[src/rtl/data_mem_bridge_if.sv]
// Split-transaction data bus between the CPU data-port bridge (master)
// and the SRAM-like memory (slave).
interface data_mem_bridge_if;
  logic        data_req;
  logic        data_wr;
  logic [1:0]  data_size;
  logic [31:0] data_addr;
  logic [31:0] data_wdata;
  logic [3:0]  data_wstrb;
  logic        data_addr_ok;
  logic        data_data_ok;
  logic [31:0] data_rdata;

  modport master (
    output data_req, data_wr, data_size, data_addr, data_wdata, data_wstrb,
    input  data_addr_ok, data_data_ok, data_rdata
  );

  modport slave (
    input  data_req, data_wr, data_size, data_addr, data_wdata, data_wstrb,
    output data_addr_ok, data_data_ok, data_rdata
  );
endinterface

[src/rtl/data_mem_bridge.sv]
// Converts the CPU's single-cycle load/store port into one addr_ok/data_ok bus
// transaction per access, stalling the pipeline and bounding the wait with a watchdog.
//
// state | meaning
// IDLE  | no access; capture CPU request when cpu_req is high
// REQ   | data_req asserted, waiting for addr_ok
// WAIT  | address accepted, waiting for data_ok (watchdog running)
// DONE  | access finished for one cycle; pipeline released
module data_mem_bridge #(
  parameter int unsigned TIMEOUT = 255
) (
  input  logic               clk,
  input  logic               rst,
  input  logic               cpu_req,
  input  logic [3:0]         cpu_wen,
  input  logic [1:0]         cpu_size,
  input  logic [31:0]        cpu_addr,
  input  logic [31:0]        cpu_wdata,
  output logic [31:0]        cpu_rdata,
  output logic               cpu_stall,
  output logic               cpu_err,
  data_mem_bridge_if.master  bus
);

  typedef enum logic [1:0] {IDLE, REQ, WAIT, DONE} state_t;

  localparam logic [15:0] CNT_LAST = 16'(TIMEOUT - 1);

  state_t      state, state_nxt;
  logic [15:0] cnt;
  logic        cap, rd_load, tmo, cnt_clr, cnt_inc;

  logic        wr_q;
  logic [1:0]  size_q;
  logic [31:0] addr_q;
  logic [31:0] wdata_q;
  logic [3:0]  wstrb_q;

  // Irregular strobe patterns fall back to a word-sized access with the strobe kept as-is.
  function automatic logic [1:0] wsize(input logic [3:0] wen);
    logic [1:0] s;
    s = 2'd2;
    case (wen)
      4'b1111:                            s = 2'd2;
      4'b0011, 4'b1100:                   s = 2'd1;
      4'b0001, 4'b0010, 4'b0100, 4'b1000: s = 2'd0;
      default:                            s = 2'd2;
    endcase
    return s;
  endfunction

  always_ff @(posedge clk) begin
    if (rst) state <= IDLE;
    else     state <= state_nxt;
  end

  always_comb begin
    state_nxt = state;
    cap       = 1'b0;
    rd_load   = 1'b0;
    tmo       = 1'b0;
    cnt_clr   = 1'b0;
    cnt_inc   = 1'b0;
    case (state)
      IDLE: begin
        if (cpu_req) begin
          cap       = 1'b1;
          state_nxt = REQ;
        end
      end
      REQ: begin
        if (bus.data_addr_ok) begin
          if (bus.data_data_ok) begin
            rd_load   = ~wr_q;
            state_nxt = DONE;
          end else begin
            cnt_clr   = 1'b1;
            state_nxt = WAIT;
          end
        end
      end
      WAIT: begin
        if (bus.data_data_ok) begin
          rd_load   = ~wr_q;
          state_nxt = DONE;
        end else if (cnt == CNT_LAST) begin
          tmo       = 1'b1;
          state_nxt = DONE;
        end else begin
          cnt_inc = 1'b1;
        end
      end
      DONE:    state_nxt = IDLE;
      default: state_nxt = IDLE;
    endcase
  end

  always_ff @(posedge clk) begin
    if (rst) begin
      wr_q      <= 1'b0;
      size_q    <= 2'd0;
      addr_q    <= 32'd0;
      wdata_q   <= 32'd0;
      wstrb_q   <= 4'd0;
      cpu_rdata <= 32'd0;
      cpu_err   <= 1'b0;
      cnt       <= 16'd0;
    end else begin
      if (cap) begin
        wr_q    <= |cpu_wen;
        size_q  <= (|cpu_wen) ? wsize(cpu_wen) : cpu_size;
        addr_q  <= cpu_addr;
        wdata_q <= cpu_wdata;
        wstrb_q <= cpu_wen;
      end
      if (rd_load) cpu_rdata <= bus.data_rdata;
      if (tmo) begin
        cpu_rdata <= 32'd0;
        cpu_err   <= 1'b1;
      end
      if (cnt_clr)      cnt <= 16'd0;
      else if (cnt_inc) cnt <= cnt + 16'd1;
    end
  end

  assign bus.data_req   = (state == REQ);
  assign bus.data_wr    = wr_q;
  assign bus.data_size  = size_q;
  assign bus.data_addr  = addr_q;
  assign bus.data_wdata = wdata_q;
  assign bus.data_wstrb = wstrb_q;

  assign cpu_stall = ((state == IDLE) && cpu_req) || (state == REQ) || (state == WAIT);

endmodule
[src/flat_wrapper.sv]
// flat-port wrapper written by rule: the top's interface ports become plain ports
module data_mem_bridge_flat 
#(
  parameter int unsigned TIMEOUT = 255
)
  (clk, rst, cpu_req, cpu_wen, cpu_size, cpu_addr, cpu_wdata, cpu_rdata, cpu_stall, cpu_err, bus_data_req, bus_data_wr, bus_data_size, bus_data_addr, bus_data_wdata, bus_data_wstrb, bus_data_addr_ok, bus_data_data_ok, bus_data_rdata);
  data_mem_bridge_if bus_i ();
  input  logic clk;
  input  logic rst;
  input  logic cpu_req;
  input  logic [3:0] cpu_wen;
  input  logic [1:0] cpu_size;
  input  logic [31:0] cpu_addr;
  input  logic [31:0] cpu_wdata;
  output logic [31:0] cpu_rdata;
  output logic cpu_stall;
  output logic cpu_err;
  output wire logic [$bits(bus_i.data_req)-1:0] bus_data_req;
  output wire logic [$bits(bus_i.data_wr)-1:0] bus_data_wr;
  output wire logic [$bits(bus_i.data_size)-1:0] bus_data_size;
  output wire logic [$bits(bus_i.data_addr)-1:0] bus_data_addr;
  output wire logic [$bits(bus_i.data_wdata)-1:0] bus_data_wdata;
  output wire logic [$bits(bus_i.data_wstrb)-1:0] bus_data_wstrb;
  input wire logic [$bits(bus_i.data_addr_ok)-1:0] bus_data_addr_ok;
  input wire logic [$bits(bus_i.data_data_ok)-1:0] bus_data_data_ok;
  input wire logic [$bits(bus_i.data_rdata)-1:0] bus_data_rdata;
  assign bus_data_req = bus_i.data_req;
  assign bus_data_wr = bus_i.data_wr;
  assign bus_data_size = bus_i.data_size;
  assign bus_data_addr = bus_i.data_addr;
  assign bus_data_wdata = bus_i.data_wdata;
  assign bus_data_wstrb = bus_i.data_wstrb;
  assign bus_i.data_addr_ok = bus_data_addr_ok;
  assign bus_i.data_data_ok = bus_data_data_ok;
  assign bus_i.data_rdata = bus_data_rdata;
  data_mem_bridge #(.TIMEOUT(TIMEOUT)) u_core (.clk(clk), .rst(rst), .cpu_req(cpu_req), .cpu_wen(cpu_wen), .cpu_size(cpu_size), .cpu_addr(cpu_addr), .cpu_wdata(cpu_wdata), .cpu_rdata(cpu_rdata), .cpu_stall(cpu_stall), .cpu_err(cpu_err), .bus(bus_i));
endmodule
[config.mk]
export PLATFORM = sky130hd
export DESIGN_NAME = data_mem_bridge_flat
export DESIGN_NICKNAME = d
export VERILOG_FILES = /design/src/rtl/data_mem_bridge_if.sv /design/src/rtl/data_mem_bridge.sv /design/src/flat_wrapper.sv
export SDC_FILE = /design/constraint.sdc
export NUM_CORES = 1
export LEC_CHECK = 0
export BUFFER_PORTS_ARGS = -buffer_cell sky130_fd_sc_hd__buf_2
export CORE_MARGIN = 5
export CORE_UTILIZATION = 50
export DETAILED_ROUTE_END_ITERATION = 12
export PLACE_DENSITY_LB_ADDON = 0.25
export SLEW_MARGIN = 20
export SYNTH_ARGS = -nofsm -noshare
export SYNTH_HDL_FRONTEND = slang
export SYNTH_SLANG_ARGS = --single-unit
[constraint.sdc]
create_clock -name clk -period 2.74 [get_ports clk]
set_input_delay 0.411 -clock clk [delete_from_list [all_inputs] [get_ports clk]]
set_output_delay 0.411 -clock clk [all_outputs]
set_load 0.1 [all_outputs]
Yosys cells after proc, flatten, opt, wreduce, memory -nomap -nowiden
Cells that the tools add are included.
{ "totals": {"wordCells": 56, "ff_bits": 122} }
{ "op_classes": {"addsub": 1, "muxes": 22, "n_eq_ne": 13, "bitwise": 1, "n_reduce_logical": 10} }
{ "ops": {"columns": ["cell", "n"], "rows": [
  ["adder 16 x 1 -> 16 bit, second input constant", 1],
  ["equality test 16 x 8 -> 1 bit, second input constant", 1],
  ["two-way mux 1 bit", 14],
  ["two-way mux 2 bit", 5],
  ["equality test 4 x 2 -> 1 bit, second input constant", 2],
  ["equality test 4 bit, second input constant", 2],
  ["case mux 2 bit (4 select lines)", 1],
  ["OR reduction 4 bit", 2],
  ["OR reduction 2 bit", 3],
  ["equality test 2 bit, second input constant", 2],
  ["equality test 4 x 1 -> 1 bit, second input constant", 1],
  ["equality test 4 x 3 -> 1 bit, second input constant", 1],
  ["case mux 2 bit (2 select lines)", 1],
  ["!= test 3 x 2 -> 1 bit, second input constant", 1],
  ["AND reduction 3 bit", 1],
  ["equality test 2 x 1 -> 1 bit, second input constant", 1],
  ["zero test 2 bit", 1],
  ["logical OR 1 bit", 2],
  ["!= test 2 x 1 -> 1 bit, second input constant", 1],
  ["!= test 2 bit, second input constant", 1],
  ["case mux 1 bit (2 select lines)", 1],
  ["logical AND 1 bit", 1],
  ["inverter 1 bit", 1]
]} }

Depth between registers and ports, before layout
Gate-level depths: netlist of the first run.
{ "depth": {"ltp_word": 5, "depth_mapped": 8, "depth_no_buf": 6} }

Least setup slack after synthesis of the first run
Ideal clock, no wire load.
{ "synth_path": {"path_type": "register -> output", "startpoint": "reg u_core.state[1]", "endpoint": "out cpu_stall", "setup_slack_ps": 243, "stages_incl_launch_ff": 4, "arrival_time_ps": 2086, "cell_sequence": "dfxtp_1 > inv_1 > ha_1 > or3_1"} }
{ "synth_via": {"word_cells_on_any_way": 6} }
{ "synth_lines": {"columns": ["element", "line_no", "source"], "rows": [
  ["start: declaration", "data_mem_bridge.sv:29", "state_t state, state_nxt;"],
  ["start signal: assignment", "data_mem_bridge.sv:54", "else state <= state_nxt;"],
  ["equality test 2 x 1 -> 1 bit", null, null],
  ["net bus_data_req", "flat_wrapper.sv:18", "output wire logic [$bits(bus_i.data_req)-1:0] bus_data_req;"],
  ["logical OR 1 bit (2 in series)", "data_mem_bridge.sv:133", "assign cpu_stall = ((state == IDLE) && cpu_req) || (state == REQ) || (state == WAIT);"],
  ["end: declaration", "flat_wrapper.sv:16", "output logic cpu_stall;"]
]} }
The timed path passes the listed nets, and every way through them passes these cells.

Worst setup path in the final report of the first run
{ "layout_path": {"startpoint": "reg u_core.state[0]", "endpoint": "out cpu_stall"} }
{ "layout_via": {"elab_chain_len": 4, "word_cells_on_any_way": 6} }
{ "layout_rtl": {"columns": ["element", "line_no"], "rows": [
  ["zero test 2 bit", "data_mem_bridge.sv:133"],
  ["logical AND 1 bit", "data_mem_bridge.sv:133"],
  ["logical OR 1 bit", "data_mem_bridge.sv:133"],
  ["logical OR 1 bit (*)", "data_mem_bridge.sv:133"]
]} }
Mark *: on every way between the ends. The rest lies on a longest branch, timed or not.

==> impl_metrics.json, run 1 <==
{
  "grt_pass1_wl_mm": 20.5,
  "initial_core_util": 0.509,
  "clockBufferDepth": 2,
  "async_reset_ff_frac": 0,
  "synth_seq_cells": 122,
  "coreArea_sq_mm": 0.00920,
  "synth_common_cells": "nand2_1, dfxtp_1, a21oi_1",
  "place_hpwl_mm": 9.37,
  "crit_path_start_kind": "flop",
  "p_per_area_mw_per_mm2": 1160,
  "grt_max_degree": 75,
  "vias": 4683,
  "drive_above_1_share": 0.319,
  "rows": 35,
  "holdCritPathClass": "in2reg",
  "grt_pass1_vias": 4439,
  "io_pins": 213,
  "synth.avg_cell_area_sq_um": 7.97,
  "critical_path_class": "reg2out",
  "cp_data_required_time_ps": 2330,
  "crit_path_end_kind": "primary output",
  "syn_to_final_growth_pct": 37.2,
  "netlist_area_sq_mm": 0.00468,
  "ctsHoldBuffers": 0,
  "synth_edf_count": 0,
  "synth_ff_type": "dfxtp_1",
  "worst_pin_slew_ps": 1030,
  "die_x_microns": 107,
  "grt_overflow": 0,
  "nFillCells": 730,
  "die-area_sq_mm": 0.0114,
  "skew_ps": 10.5,
  "clk-insertion-delay-late_ps": 510,
  "layout_min_cycle_time_ps": 2420,
  "power_w": 0.00743,
  "fmax_mhz": 413,
  "ir_worst_vdd_uv": 628,
  "cts_made_buffers": 17,
  "synth_seq_area_share": 0.522,
  "grtUsageTotal": 0.225,
  "die_h_microns": 107,
  "drt-vias-per-instance": 5.15,
  "ant_nets": 0,
  "routed_wl_mm": 13.2,
  "tns_ps": 0,
  "worstPathMaxFanout": 4,
  "slew_viol_final": 0,
  "h-tree-depth": 4,
  "cts_setup_buffers": 0,
  "hold_viol": 0,
  "slew_headroom": 0.310,
  "cellLeakagePower_nw": 2.87,
  "first_iter_violations": 228,
  "synth_area_leaders": "dfxtp_1, nand2_1, a21oi_1, clkbuf_1, ha_1",
  "clk_pin_slew_ps": 60,
  "yosysTopAreaCellShare": 0.522,
  "status": "finished clean",
  "ys_types": 39,
  "remaining_drc_errors": 0,
  "post-route-period-util": 0.883,
  "gp_congestion": 0.849,
  "yosysWarnings": 0,
  "port_buffers": 212,
  "yosys.area.top_type": "dfxtp_1",
  "cts.sinks": 122,
  "drtPass1Iterations": 5,
  "cts_root_buf": "clkbuf_8",
  "antenna_found_initial": 2,
  "syn-num-nets": 700,
  "post_synth_inst_count": 587,
  "finalNetCount": 898,
  "critPathArrivalTime_ps": 2010,
  "yosysMostFrequentCell": "nand2_1",
  "setup_violations": 0,
  "cts_tree": "yes",
  "cts_resized": 0,
  "wl_per_cell_microns": 14.6,
  "maxCapViolCount": 0,
  "rsz0062_at_grt": "no"
}
==> state kept, by name, indices dropped and copies added, names as in the netlist <==
signal,count
u_core.bus.data_addr,32
u_core.bus.data_wdata,32
u_core.bus.data_wstrb,4
u_core.bus.data_size,2
u_core.cnt,16
u_core.cpu_rdata,32
u_core.bus.data_wr,1
u_core.cpu_err,1
u_core.state,2
==> kinds of logic (layout without fill, tap and decap cells) <==
group           count (synthesis)  count (layout)  synth area share
mux                             2               2           0.00428
compound gates                138             138             0.161
xor+xnor                        4               4           0.00749
simple gates                  270             270             0.251
buf+inv                        45             255            0.0385
fa+ha+maj                       6               6            0.0161
flops                         122             122             0.522
other cells                     0               1                 0
==> power breakdown <==
group          total, W  switching [W]  internal, W  leakage, nW
registers       0.00215       0.000130      0.00202        0.994
logic           0.00291        0.00242     0.000483         1.57
clock network   0.00238       0.000805      0.00157        0.298
==> critical path: stages (launching register included) <==
cell and delay, ps:
dfxtp_1 360, inv_1 100, ha_1 250, and2_2 190, or3_1 310, buf_2 300
==> cells in the final DEF, fill, tap and decap left out, types with 4 or more instances in the layout <==
cell       count
buf_2        212
nand2_1      207
dfxtp_1      122
a21oi_1      114
clkbuf_16     16
nor2_1        11
nand3_1        9
inv_1          7
o31ai_1        7
or4_1          6
ha_1           6
nand4_1        5
nor4_1         5
nand2b_1       5
bufinv_16      5
or3_1          4
a311oi_1       4
xnor2_1        4
buf_4          4
==> final timing paths <==
path | from | endpoint | slack [ps] | cells past startpoint
worst min register to register | u_core.cpu_rdata[19] | u_core.cpu_rdata[19] | 450 | 2
worst max register to register | u_core.state[0] | u_core.cpu_rdata[14] | 540 | 6
worst min-delay path | cpu_wdata[16] | u_core.bus.data_wdata[16] | 130 | 3
worst max-delay path | u_core.state[0] | cpu_stall | 320 | 5
==> through the flow <==
| stage | utilization | worst slack, ps | cells | cell area (sq um) | hold slack [ps] |
|---|---|---|---|---|---|
| global route | 0.698 | 236 | 909 | 6420 | 107 |
| finish | 0.698 | 320 | 909 | 6420 | 131 |
| CTS | 0.698 | 295 | 908 | 6420 | 112 |
| floorplan | - | 243 | 587 | 4680 | 459 |
| global placement | 0.629 | 710 | 877 | 5780 | 438 |
| detailed placement | 0.629 | 530 | 877 | 5780 | 443 |
==> per-layer routing <==
metal  track usage  up-vias  share of wire
met5             0        -        0.00098
li1              -     2372              -
met1         0.235     2134           0.38
met3        0.0981       17          0.086
met4        0.0831        2          0.012
met2         0.401      158           0.52
==> area by class of cell <==
cell class                      count  area (sq um)  share of cell area
Antenna cell                        1          2.50            0.000390
Clock buffer                       18           418              0.0651
Clock inverter                     13           216              0.0337
Inverter                            7          26.3             0.00409
Multi-Input combinational cell    420          2060               0.321
Sequential cell                   122          2440               0.381
Tap cell                          111           139              0.0216
Timing Repair Buffer              217          1110               0.173
Power figures use the tool's default switching activity.
==> inputs of run 2 (changes only) <==
--- a/config.mk
+++ b/config.mk
@@ -8,6 +8,7 @@
 export BUFFER_PORTS_ARGS = -buffer_cell sky130_fd_sc_hd__buf_2
 export CORE_MARGIN = 5
 export CORE_UTILIZATION = 50
+export CTS_CLUSTER_DIAMETER = 40
 export DETAILED_ROUTE_END_ITERATION = 12
 export PLACE_DENSITY_LB_ADDON = 0.25
 export SLEW_MARGIN = 20
==> constraint.sdc (replaced) <==
create_clock -name clk -period 2.74 [get_ports clk]
set_input_delay 0.137 -clock clk [delete_from_list [all_inputs] [get_ports clk]]
set_output_delay 0.137 -clock clk [all_outputs]
set_load 0.1 [all_outputs]
==> run 2 against run 1 <==
Compared with the run above:
- non-clock buffer count up 102
- clock skew down 1.1 ps
- global-route usage up 6.5 points
- clock power about the same
- register-to-register slack better by 190 ps
- maximum frequency up 4.3%
- critical path depth unchanged
- via count up 17%
- hold slack worse by 96 ps
- worst setup slack better by 99 ps
- largest cell class unchanged
==> impl_metrics.json, run 2 (synthesis results as in run 1) <==
{
  "status": "finished clean",
  "hold_viol": 0,
  "cts_setup_buffers": 0,
  "dp_slack_ps": 555,
  "rows": 35,
  "ctsHoldBuffers": 101,
  "critical_path_class": "reg2out",
  "slew_viol_final": 0,
  "clk_pin_slew_ps": 50,
  "power_w": 0.00765,
  "grt_max_degree": 58,
  "clk-insertion-delay-late_ps": 500,
  "crit_path_end_kind": "primary output",
  "io_pins": 213,
  "gp_congestion": 0.843,
  "worst_pin_slew_ps": 797,
  "ant_nets": 0,
  "cts_root_buf": "clkbuf_8",
  "critPathArrivalTime_ps": 2180,
  "wl_per_cell_microns": 16.2,
  "remaining_drc_errors": 0,
  "crit_start": "u_core.state[0]",
  "fin_ws_ps": 419,
  "vias": 5481,
  "p_per_area_mw_per_mm2": 1030,
  "antenna_found_initial": 0,
  "cellLeakagePower_nw": 3.31,
  "cts.sinks": 122,
  "grt_pass1_wl_mm": 26.5,
  "syn_to_final_growth_pct": 59.2,
  "cp_data_required_time_ps": 2600,
  "crit_path_end": "cpu_stall",
  "reg2reg_depth": 6,
  "rsz0062_at_grt": "no",
  "crit_path_start_kind": "flop",
  "slew_headroom": 0.468,
  "setup_violations": 0,
  "die_h_microns": 107,
  "grt_pass1_vias": 5515,
  "post-route-period-util": 0.847,
  "drive_above_1_share": 0.286,
  "layout_min_cycle_time_ps": 2320,
  "design_area_sq_mm": 0.00745,
  "final_cell_mix": "buf_2, nand2_1, dfxtp_1, a21oi_1, dlygate4sd3_1",
  "ir_worst_vdd_uv": 612,
  "routed_wl_mm": 16.4,
  "grt_overflow": 0,
  "drtPass1Iterations": 5,
  "final_common_cell": "buf_2",
  "clockBufferDepth": 2,
  "cts_made_buffers": 17,
  "drt-vias-per-instance": 5.42,
  "tns_ps": 0,
  "r2r_end": "u_core.bus.data_wdata[10]",
  "first_iter_violations": 274,
  "rrSetupSlack_ps": 730,
  "worstPathMaxFanout": 19,
  "cts_resized": 0,
  "placedInstanceArea_sq_mm": 0.00579,
  "die-area_sq_mm": 0.0114,
  "cts_tree": "yes",
  "holdCritPathClass": "in2reg",
  "h-tree-depth": 4,
  "fin_worst_hold_slack_ps": 35.8,
  "finalNetCount": 1000,
  "place_hpwl_mm": 9.32,
  "worstReg2RegStart": "u_core.state[0]",
  "grtUsageTotal": 0.290,
  "initial_core_util": 0.509,
  "fmax_mhz": 431,
  "skew_ps": 9.40,
  "coreArea_sq_mm": 0.00920,
  "die_x_microns": 107,
  "port_buffers": 212,
  "maxCapViolCount": 0
}
run 2: worst max-delay path, stage by stage, from the launching register on:
cell and delay [ps]:
dfxtp_1 360, inv_1 100, ha_1 250, and2_2 320, or3_1 370, buf_2 300
run 2: worst min-delay path by stage:
stage,to,cells past startpoint,slack [ps],startpoint
after floorplan,u_core.cpu_rdata[0],2,270,bus_data_rdata[0]
after global placement,u_core.bus.data_wdata[26],3,380,cpu_wdata[26]
after detailed placement,u_core.bus.data_addr[8],3,380,cpu_addr[8]
after CTS,u_core.bus.data_size[0],4,20,cpu_size[0]
after global routing,u_core.bus.data_size[0],4,30,cpu_size[0]
final,u_core.bus.data_size[0],4,40,cpu_size[0]
run 2: area by class of cell:
cell class,instances,area (sq um)
Timing Repair Buffer,319,2130
Clock buffer,18,428
Sequential cell,122,2440
Antenna cell,1,2.50
Tap cell,111,139
Inverter,7,26.3
Multi-Input combinational cell,420,2060
Clock inverter,13,215
Fill cell,539,1750
run 2: where the power goes:
part	switching [W]	leakage, nW	total, W	internal, W
clock	0.000815	0.312	0.00241	0.00160
combinational	0.00250	2.00	0.00308	0.000585
sequential	0.000138	0.994	0.00215	0.00202
total	0.00345	3.31	0.00765	0.00420
run 2: through the flow:
step,cells,utilization
after floorplan,587,-
after global placement,878,0.630
after detailed placement,878,0.630
after CTS,1010,0.809
after global routing,1010,0.810
final,1011,0.810
run 2: per-layer routing:
metal	share of wire	up-vias	routed length, microns	track usage
met5	0	-	0	0
met4	0.052	0	856	0.177
met3	0.089	82	1460	0.0927
met2	0.50	324	8270	0.498
met1	0.35	2501	5810	0.309
li1	-	2574	-	-
==> inputs of run 3 (changes only) <==
--- a/config.mk
+++ b/config.mk
@@ -7,7 +7,7 @@
 export LEC_CHECK = 0
 export BUFFER_PORTS_ARGS = -buffer_cell sky130_fd_sc_hd__buf_2
 export CORE_MARGIN = 5
-export CORE_UTILIZATION = 50
+export CORE_UTILIZATION = 42
 export CTS_CLUSTER_DIAMETER = 40
 export DETAILED_ROUTE_END_ITERATION = 12
 export PLACE_DENSITY_LB_ADDON = 0.25
==> constraint.sdc (replaced) <==
create_clock -name clk -period 2.1 [get_ports clk]
set_input_delay 0.105 -clock clk [delete_from_list [all_inputs] [get_ports clk]]
set_output_delay 0.105 -clock clk [all_outputs]
set_load 0.1 [all_outputs]
==> run 3 against run 2 <==
Compared with the run above:
- sequential share of layout area fell by 0.47 points
- count of clock-buffer cells in the layout rose by 5
- routed wire length fell by 5.6%
- cell count rose by 3.7%
- critical path depth did not move
- via count fell by 3.1%
- highest routed layer unchanged
==> impl_metrics.json, run 3 (synthesis results as in run 1) <==
{
  "status": "finished clean",
  "antenna_found_initial": 1,
  "critPathArrivalTime_ps": 1910,
  "p_per_area_mw_per_mm2": 1320,
  "crit_path_end_kind": "primary output",
  "hold_viol": 0,
  "syn_to_final_growth_pct": 61.6,
  "die_h_microns": 116,
  "worst_pin_slew_ps": 522,
  "cp_slowest_cell": "dfxtp_1",
  "grt_use_met3": 0.0721,
  "fmax_mhz": 497,
  "layout_min_cycle_time_ps": 2010,
  "rows": 38,
  "post-route-period-util": 0.958,
  "crit_family": "simple AND/OR/NAND/NOR gates",
  "grtUsageTotal": 0.232,
  "gp_congestion": 0.863,
  "io_pins": 213,
  "vias": 5312,
  "maxCapViolCount": 0,
  "grt_pass1_wl_mm": 24.8,
  "cpPeakStageDelay_ps": 360,
  "grt_overflow": 0,
  "final_common_cell": "buf_2",
  "finalNetCount": 1007,
  "met1_usage": 0.252,
  "holdCritPathClass": "in2reg",
  "cts_tree": "yes",
  "grt_use_met2": 0.396,
  "first_iter_violations": 353,
  "skew_ps": 7.66,
  "initial_core_util": 0.430,
  "crit_path_start_kind": "flop",
  "slew_headroom": 0.654,
  "cp_data_required_time_ps": 2000,
  "finalNonFillerCells": 1048,
  "clockBufferDepth": 2,
  "setup_violations": 0,
  "drtPass1Iterations": 4,
  "grt_busiest_layer": "met2",
  "nFillCells": 839,
  "place_inst": 912,
  "slew_viol_final": 0,
  "clk-insertion-delay-late_ps": 520,
  "cellLeakagePower_nw": 3.34,
  "ant_nets": 0,
  "die_x_microns": 116,
  "place_hpwl_mm": 9.71,
  "coreArea_sq_mm": 0.0109,
  "wl_per_cell_microns": 14.8,
  "h-tree-depth": 4,
  "port_buffers": 212,
  "remaining_drc_errors": 0,
  "critical_path_class": "reg2out",
  "routed_wl_mm": 15.5,
  "grt_pass1_vias": 5416,
  "die-area_sq_mm": 0.0133,
  "ir_worst_vdd_uv": 840,
  "cts_setup_buffers": 0,
  "rsz0062_at_grt": "no",
  "grt_max_degree": 75,
  "worstPathMaxFanout": 4,
  "cts_made_buffers": 17,
  "drive_above_1_share": 0.289,
  "path_buf_inv": 2,
  "final_cell_mix": "buf_2, nand2_1, dfxtp_1, a21oi_1, dlygate4sd3_1",
  "cts_root_buf": "clkbuf_8",
  "clk_pin_slew_ps": 60,
  "cts.sinks": 122,
  "drt-vias-per-instance": 5.07,
  "tns_ps": 0,
  "worstPathCellList": "inv_1 -> ha_2 -> and2_2 -> or3_4 -> buf_12"
}
-- run 3: routing by layer --
metal  up-vias  part of all wire
met1      2441              0.37
li1       2583                 -
met4         0             0.038
met3        51             0.087
met5         -                 0
met2       237              0.50
-- run 3: repair_timing --
action	CTS	global route
endpoints found under the setup margin	1	1
gates resized for setup	6	1
pin swaps	0	0
hold buffers	103	0
endpoints found under the hold margin	103	0
-- run 3: cell type report --
| type | instances | area, sq um | area share |
|---|---|---|---|
| Inverter | 7 | 26.3 | 0.00348 |
| Clock buffer | 23 | 467 | 0.0618 |
| Timing Repair Buffer | 326 | 2200 | 0.291 |
| Clock inverter | 8 | 165 | 0.0219 |
| Multi-Input combinational cell | 420 | 2070 | 0.274 |
| Tap cell | 140 | 175 | 0.0232 |
| Sequential cell | 122 | 2440 | 0.323 |
| Antenna cell | 2 | 5.00 | 0.000662 |
-- run 3: worst paths after layout --
path                                            endpoint  slack [ps]                      from  depth (start not counted)
worst max-delay path                           cpu_stall          90           u_core.state[1]                          5
worst min-delay path                      u_core.cpu_err          40                       rst                          2
worst max register to register            u_core.cnt[15]         210           u_core.state[0]                          6
worst min register to register  u_core.bus.data_addr[13]         450  u_core.bus.data_addr[13]                          2
-- run 3: report_power, final --
part | internal [W] | switching (W)
sequential | 0.00263 | 0.000167
clock | 0.00213 | 0.000980
combinational | 0.000843 | 0.00324
-- run 3: metrics by stage --
| step | utilization | area (sq um) | worst slack, ps | power, W | hold slack, ps |
|---|---|---|---|---|---|
| after floorplan | - | 4680 | 58.1 | 0.00597 | 241 |
| after global placement | 0.539 | 5870 | 254 | 0.00662 | 345 |
| after detailed placement | 0.539 | 5870 | 175 | 0.00668 | 350 |
| after CTS | 0.694 | 7550 | 35.5 | 0.0100 | 16.2 |
| after global routing | 0.694 | 7550 | 5.07 | 0.0104 | 49.4 |
| final | 0.694 | 7560 | 88.1 | 0.00999 | 36.3 |
